<file path="config.mk">
export PLATFORM = sky130hd
export DESIGN_NAME = req_arbiter8
export DESIGN_NICKNAME = d
export VERILOG_FILES = /design/src/rtl/arb_pkg.sv /design/src/rtl/arb_pick.sv /design/src/rtl/req_arbiter8.sv
export SDC_FILE = /design/constraint.sdc
export NUM_CORES = 1
export LEC_CHECK = 0
export ABC_AREA = 1
export CAP_MARGIN = 20
export CORE_MARGIN = 1.5
export CORE_UTILIZATION = 35
export DETAILED_ROUTE_END_ITERATION = 8
export PLACE_DENSITY_LB_ADDON = 0.1
export REMOVE_ABC_BUFFERS = 1
export SKIP_CTS_REPAIR_TIMING = 1
export SLEW_MARGIN = 20
export SYNTH_ARGS = -nofsm -noshare
export SYNTH_HDL_FRONTEND = slang
export SYNTH_SLANG_ARGS = --single-unit
export TNS_END_PERCENT = 1
</file>
<file path="constraint.sdc">
create_clock -name clk -period 1.82 [get_ports clk]
set_input_delay 0.182 -clock clk [delete_from_list [all_inputs] [get_ports clk]]
set_output_delay 0.182 -clock clk [all_outputs]
set_load 0.03 [all_outputs]
</file>
<file path="src/rtl/arb_pkg.sv">
// Shared constants, state encodings and helpers for the req_arbiter8 slice.
// Build option ARB_ROUND_ROBIN_EN (in arb_pick) switches to rotating priority.
package arb_pkg;

  localparam int ARB_N     = 8;
  localparam int ARB_IDX_W = 3;

  localparam logic [0:0] ST_IDLE = 1'b0;
  localparam logic [0:0] ST_BUSY = 1'b1;

  // Expand a binary requester index into a one-hot grant vector.
  function automatic logic [ARB_N-1:0] onehot8(input logic [ARB_IDX_W-1:0] idx);
    logic [ARB_N-1:0] v;
    v      = '0;
    v[idx] = 1'b1;
    return v;
  endfunction

endpackage

</file>
<file path="src/rtl/arb_pick.sv">
// Combinational winner selection for the 8-way arbiter.
// Macro ARB_ROUND_ROBIN_EN: when defined, the search starts just below
// last_idx and wraps, with last_idx itself searched last; when undefined,
// the highest set index wins and last_idx is ignored.
module arb_pick
  import arb_pkg::*;
(
  input  logic [ARB_N-1:0]     cand,
  input  logic [ARB_IDX_W-1:0] last_idx,
  output logic [ARB_IDX_W-1:0] win_idx,
  output logic                 win_any
);

  logic [ARB_N-1:0]     rot;
  logic [ARB_IDX_W-1:0] enc;

`ifdef ARB_ROUND_ROBIN_EN
  logic [2*ARB_N-1:0] dbl;

  // Rotate so bit j holds requester (last_idx + j) mod 8; bit 7 is then last_idx-1.
  always_comb begin
    dbl = {cand, cand} >> last_idx;
    rot = dbl[ARB_N-1:0];
  end

  assign win_idx = enc + last_idx;
`else
  logic unused_last;

  assign unused_last = ^last_idx;
  assign rot         = cand;
  assign win_idx     = enc;
`endif

  // Priority encode: the highest set bit of the rotated vector wins.
  always_comb begin
    enc = '0;
    for (int i = 0; i < ARB_N; i++) begin
      if (rot[i]) enc = ARB_IDX_W'(i);
    end
  end

  assign win_any = |cand;

endmodule

</file>
<file path="src/rtl/req_arbiter8.sv">
// Registered 8-way arbiter: grants are held until the owner releases (done,
// dropped request, or hold-limit timeout) and then handed over with no bubble.
// Priority policy is selected in arb_pick by macro ARB_ROUND_ROBIN_EN.
module req_arbiter8
  import arb_pkg::*;
#(
  parameter int HOLD_MAX = 16,
  parameter int CNT_W    = 5
) (
  input  logic                 clk,
  input  logic                 reset,
  input  logic [ARB_N-1:0]     req,
  input  logic                 done,
  output logic [ARB_N-1:0]     grant,
  output logic [ARB_IDX_W-1:0] grant_idx,
  output logic                 grant_valid
);

  localparam logic [CNT_W-1:0] HOLD_LAST =
    (HOLD_MAX == 0) ? '0 : CNT_W'(HOLD_MAX - 1);

  logic [0:0]           state;
  logic [CNT_W-1:0]     hold_cnt;
  logic [ARB_IDX_W-1:0] last_idx;
  logic [ARB_N-1:0]     cand;
  logic [ARB_IDX_W-1:0] win_idx;
  logic                 win_any;
  logic                 rel_now;

  // Exclude the current owner so others get a turn; fall back to all requests.
  always_comb begin
    cand = req & ~grant;
    if (cand == '0) cand = req;
  end

  // Owner gives up the grant on done, on dropping its request, or at the hold limit.
  always_comb begin
    rel_now = done || !req[grant_idx] ||
              ((HOLD_MAX != 0) && (hold_cnt == HOLD_LAST));
  end

  arb_pick u_pick (
    .cand     (cand),
    .last_idx (last_idx),
    .win_idx  (win_idx),
    .win_any  (win_any)
  );

  // FSM, hold counter and registered grant outputs.
  always_ff @(posedge clk) begin
    if (reset) begin
      state       <= ST_IDLE;
      hold_cnt    <= '0;
      last_idx    <= '0;
      grant       <= '0;
      grant_idx   <= '0;
      grant_valid <= 1'b0;
    end else if (state == ST_IDLE || rel_now) begin
      if (win_any) begin
        state       <= ST_BUSY;
        hold_cnt    <= '0;
        last_idx    <= win_idx;
        grant       <= onehot8(win_idx);
        grant_idx   <= win_idx;
        grant_valid <= 1'b1;
      end else begin
        state       <= ST_IDLE;
        hold_cnt    <= '0;
        grant       <= '0;
        grant_idx   <= '0;
        grant_valid <= 1'b0;
      end
    end else if (hold_cnt != '1) begin
      hold_cnt <= hold_cnt + 1'b1;
    end
  end

endmodule

</file>
==> impl_metrics.json <==
{
  "drive_gt1_share_pct": 34.7,
  "timing.final.setup_violations": 16,
  "netlist_top_cells_area": "dfxtp_1, nand2_1, inv_1",
  "fin_crit_ns": 2.01,
  "hp-start": "grant[2]",
  "powerDensity_nw_per_um2": 559,
  "antenna_violating_nets_post_route": 0,
  "timing_hold_violations_final": 0,
  "first_global_vias": 983,
  "placeableCoreArea_um2": 2830,
  "global_route.overflow_total": 0,
  "cts_root_buffer": "clkbuf_4",
  "total_number_of_vias": 1111,
  "failed_checks": "setup timing",
  "placement.setup.worst_slack_ns": -0.180,
  "drt-vias-per-instance": 4.77,
  "cts_htree_levels": 1,
  "rows": 19,
  "synth_area_leader_cell": "dfxtp_1",
  "syn-mean-instance-area_um2": 6.91,
  "setup.worst_path.start_class": "register",
  "cap_viol_max_count": 0,
  "clkTransAtPathRegs_ns": 0.10,
  "share_comb_of_total_power_pct": 33.0,
  "final.hold.worst_slack_ns": 0.484,
  "clkPwrFrac_pct": 21.6,
  "gr-usage-all-layers_pct": 15.7,
  "netSwitchingPower_uw": 295,
  "switching_share_pct": 32.7,
  "pin_count_of_the_biggest_net_entering_global_routing": 11,
  "grt_first_pass_wirelength_um": 4200,
  "initial_utilization_pct": 37.6,
  "chipHeight_um": 58.2,
  "grt_setup_unrepaired": "yes",
  "hold_class": "reg2reg",
  "hpwl_um": 2010,
  "cell_leakage_power_nw": 0.714,
  "maxSlewHeadroom_pct": 78.9,
  "setup.worst_path.class": "reg2reg",
  "layout-area-overhead-vs-synth_pct": 51.1,
  "synth_common_cells": "nand2_1, inv_1, dfxtp_1",
  "synth-main-ff-cell": "dfxtp_1",
  "crit_start": "hold_cnt[0]",
  "nets": 217,
  "synth_edf_count": 0,
  "fmax_mhz": 496,
  "io_buffers": 22,
  "clock_skew_ns": 0.00942,
  "yosysMostFrequentCell": "nand2_1",
  "max-clock-path-buffers": 2,
  "drcViolationCount": 0,
  "syn_area_um2": 1060,
  "gpl.final_weighted_congestion": 0.856,
  "drt_wl_total_um": 2610,
  "post-synth-top-area-fraction_pct": 32.0,
  "yosys_warnings": 0,
  "antenna_cells_inserted": 0,
  "signal_arrival_time_at_the_worst_endpoint_ns": 2.24,
  "post_synth_inst_count": 154,
  "final_design_area_no_fill_um2": 1610,
  "antenna_violations_before_repair": 0,
  "yosysSeqAreaShare_pct": 32.0,
  "worst_pin_slew_ns": 0.316,
  "totalPowerFinal_uw": 900,
  "vdd.ir_drop.worst_uv": 608,
  "clk-insertion-delay-late_ns": 0.28,
  "chipWidth_um": 58.2,
  "clock_sink_count": 17,
  "final_max_slew_viol_count": 0,
  "cts_made_buffers": 3,
  "setup.worst_path.end_class": "register",
  "floorplan.io_pins": 23,
  "fin_util_pct": 56.9,
  "flip_flop_and_latch_count_after_synthesis": 17,
  "worst-endpoint-required_ns": 2.05,
  "path_max_fanout": 5,
  "postPlaceCellArea_um2": 1470,
  "post-route-period-util_pct": 111,
  "final_critical_path_setup_slack_ns": -0.195,
  "first_pass_iters": 6,
  "ffs_w_async_s_r_synth_pct": 0,
  "rr_startpoint": "hold_cnt[0]",
  "run_status": "finished with violations",
  "route.detailed.wl_per_inst_um": 11.2,
  "tritoncts": "done",
  "synth_cell_types": 26,
  "initialDrtViolationCount": 23,
  "design.die.area_um2": 3380,
  "pint_uw": 605,
  "power.sequential.fraction_pct": 45.4
}
-- area by class of cell --
cell class,instances,area [um2]
inverters,29,116
clock buffers,4,26.3
multi-input cells,108,701
repair inverters,1,6.26
repair buffers,43,378
well taps,31,38.8
flip-flops and latches,17,343
fillers,287,1220
-- stage by stage --
| stage | setup TNS, ns | std cells |
|---|---|---|
| floorplan | -0.472 | 154 |
| global placement | -1.10 | 227 |
| detailed placement | -1.86 | 227 |
| CTS | -2.25 | 231 |
| global route | -3.46 | 233 |
| finish | -2.31 | 233 |
-- layout by cell type (no fill, tap or decap), types with 2 or more instances in the layout --
master,n
nand2_1,36
inv_1,22
clkdlybuf4s50_1,22
buf_4,21
dfxtp_1,15
nand3_1,12
nand2_2,10
nor2_2,7
inv_2,5
nor2_4,5
o21ai_1,5
nor2_1,5
a21oi_1,3
o21ai_2,3
xor2_1,3
clkbuf_4,3
nand2_4,2
inv_4,2
nor3_2,2
nand4_1,2
ha_4,2
dfxtp_2,2
-- routing by layer --
layer,track usage [%],share of wire (%)
met1,22.5,49
met2,24.4,46
met5,0,0
met3,4.69,5.2
met4,0.997,0
-- flip-flops by register name, summed over array words and instances, names as in the netlist --
| register | flops |
|---|---|
| grant | 8 |
| hold_cnt | 5 |
| grant_idx | 3 |
| state | 1 |
-- worst max-delay path, stage by stage (launching register included) --
cell	delay, ns
dfxtp_2	0.35
ha_4	0.15
and3_4	0.19
ha_4	0.14
or3b_1	0.38
nor2_2	0.12
nand2_2	0.12
nor2_4	0.23
clkinv_4	0.14
o21ai_1	0.13
-- path summary, 6_finish.rpt --
check	endpoint	slack [ns]	depth (start not counted)
setup / recovery	grant_idx[1]	-0.19	9
hold reg to reg	grant[2]	0.48	2
setup reg to reg	grant_idx[1]	-0.19	9
hold / removal	grant[2]	0.48	2
-- power groups by stage --
stage	Clock [mW]	Sequential, mW	Combinational, mW
after floorplan	0	0.445	0.127
after global placement	0	0.415	0.277
after detailed placement	0	0.416	0.277
after CTS	0.202	0.408	0.279
after global routing	0.221	0.411	0.325
final	0.194	0.409	0.297
-- kinds of logic (layout without fill, tap and decap cells) --
group,Yosys count,in the layout,share of synthesized area [%]
and+or+nand+nor,85,85,42.0
buffers and inverters,29,77,10.2
AOI/OAI and AO/OA,17,17,9.87
DFF,17,17,32.0
adders and majority gates,3,3,3.53
xor gates and xnor gates,3,3,2.47
(Power assumes the default switching activity.)
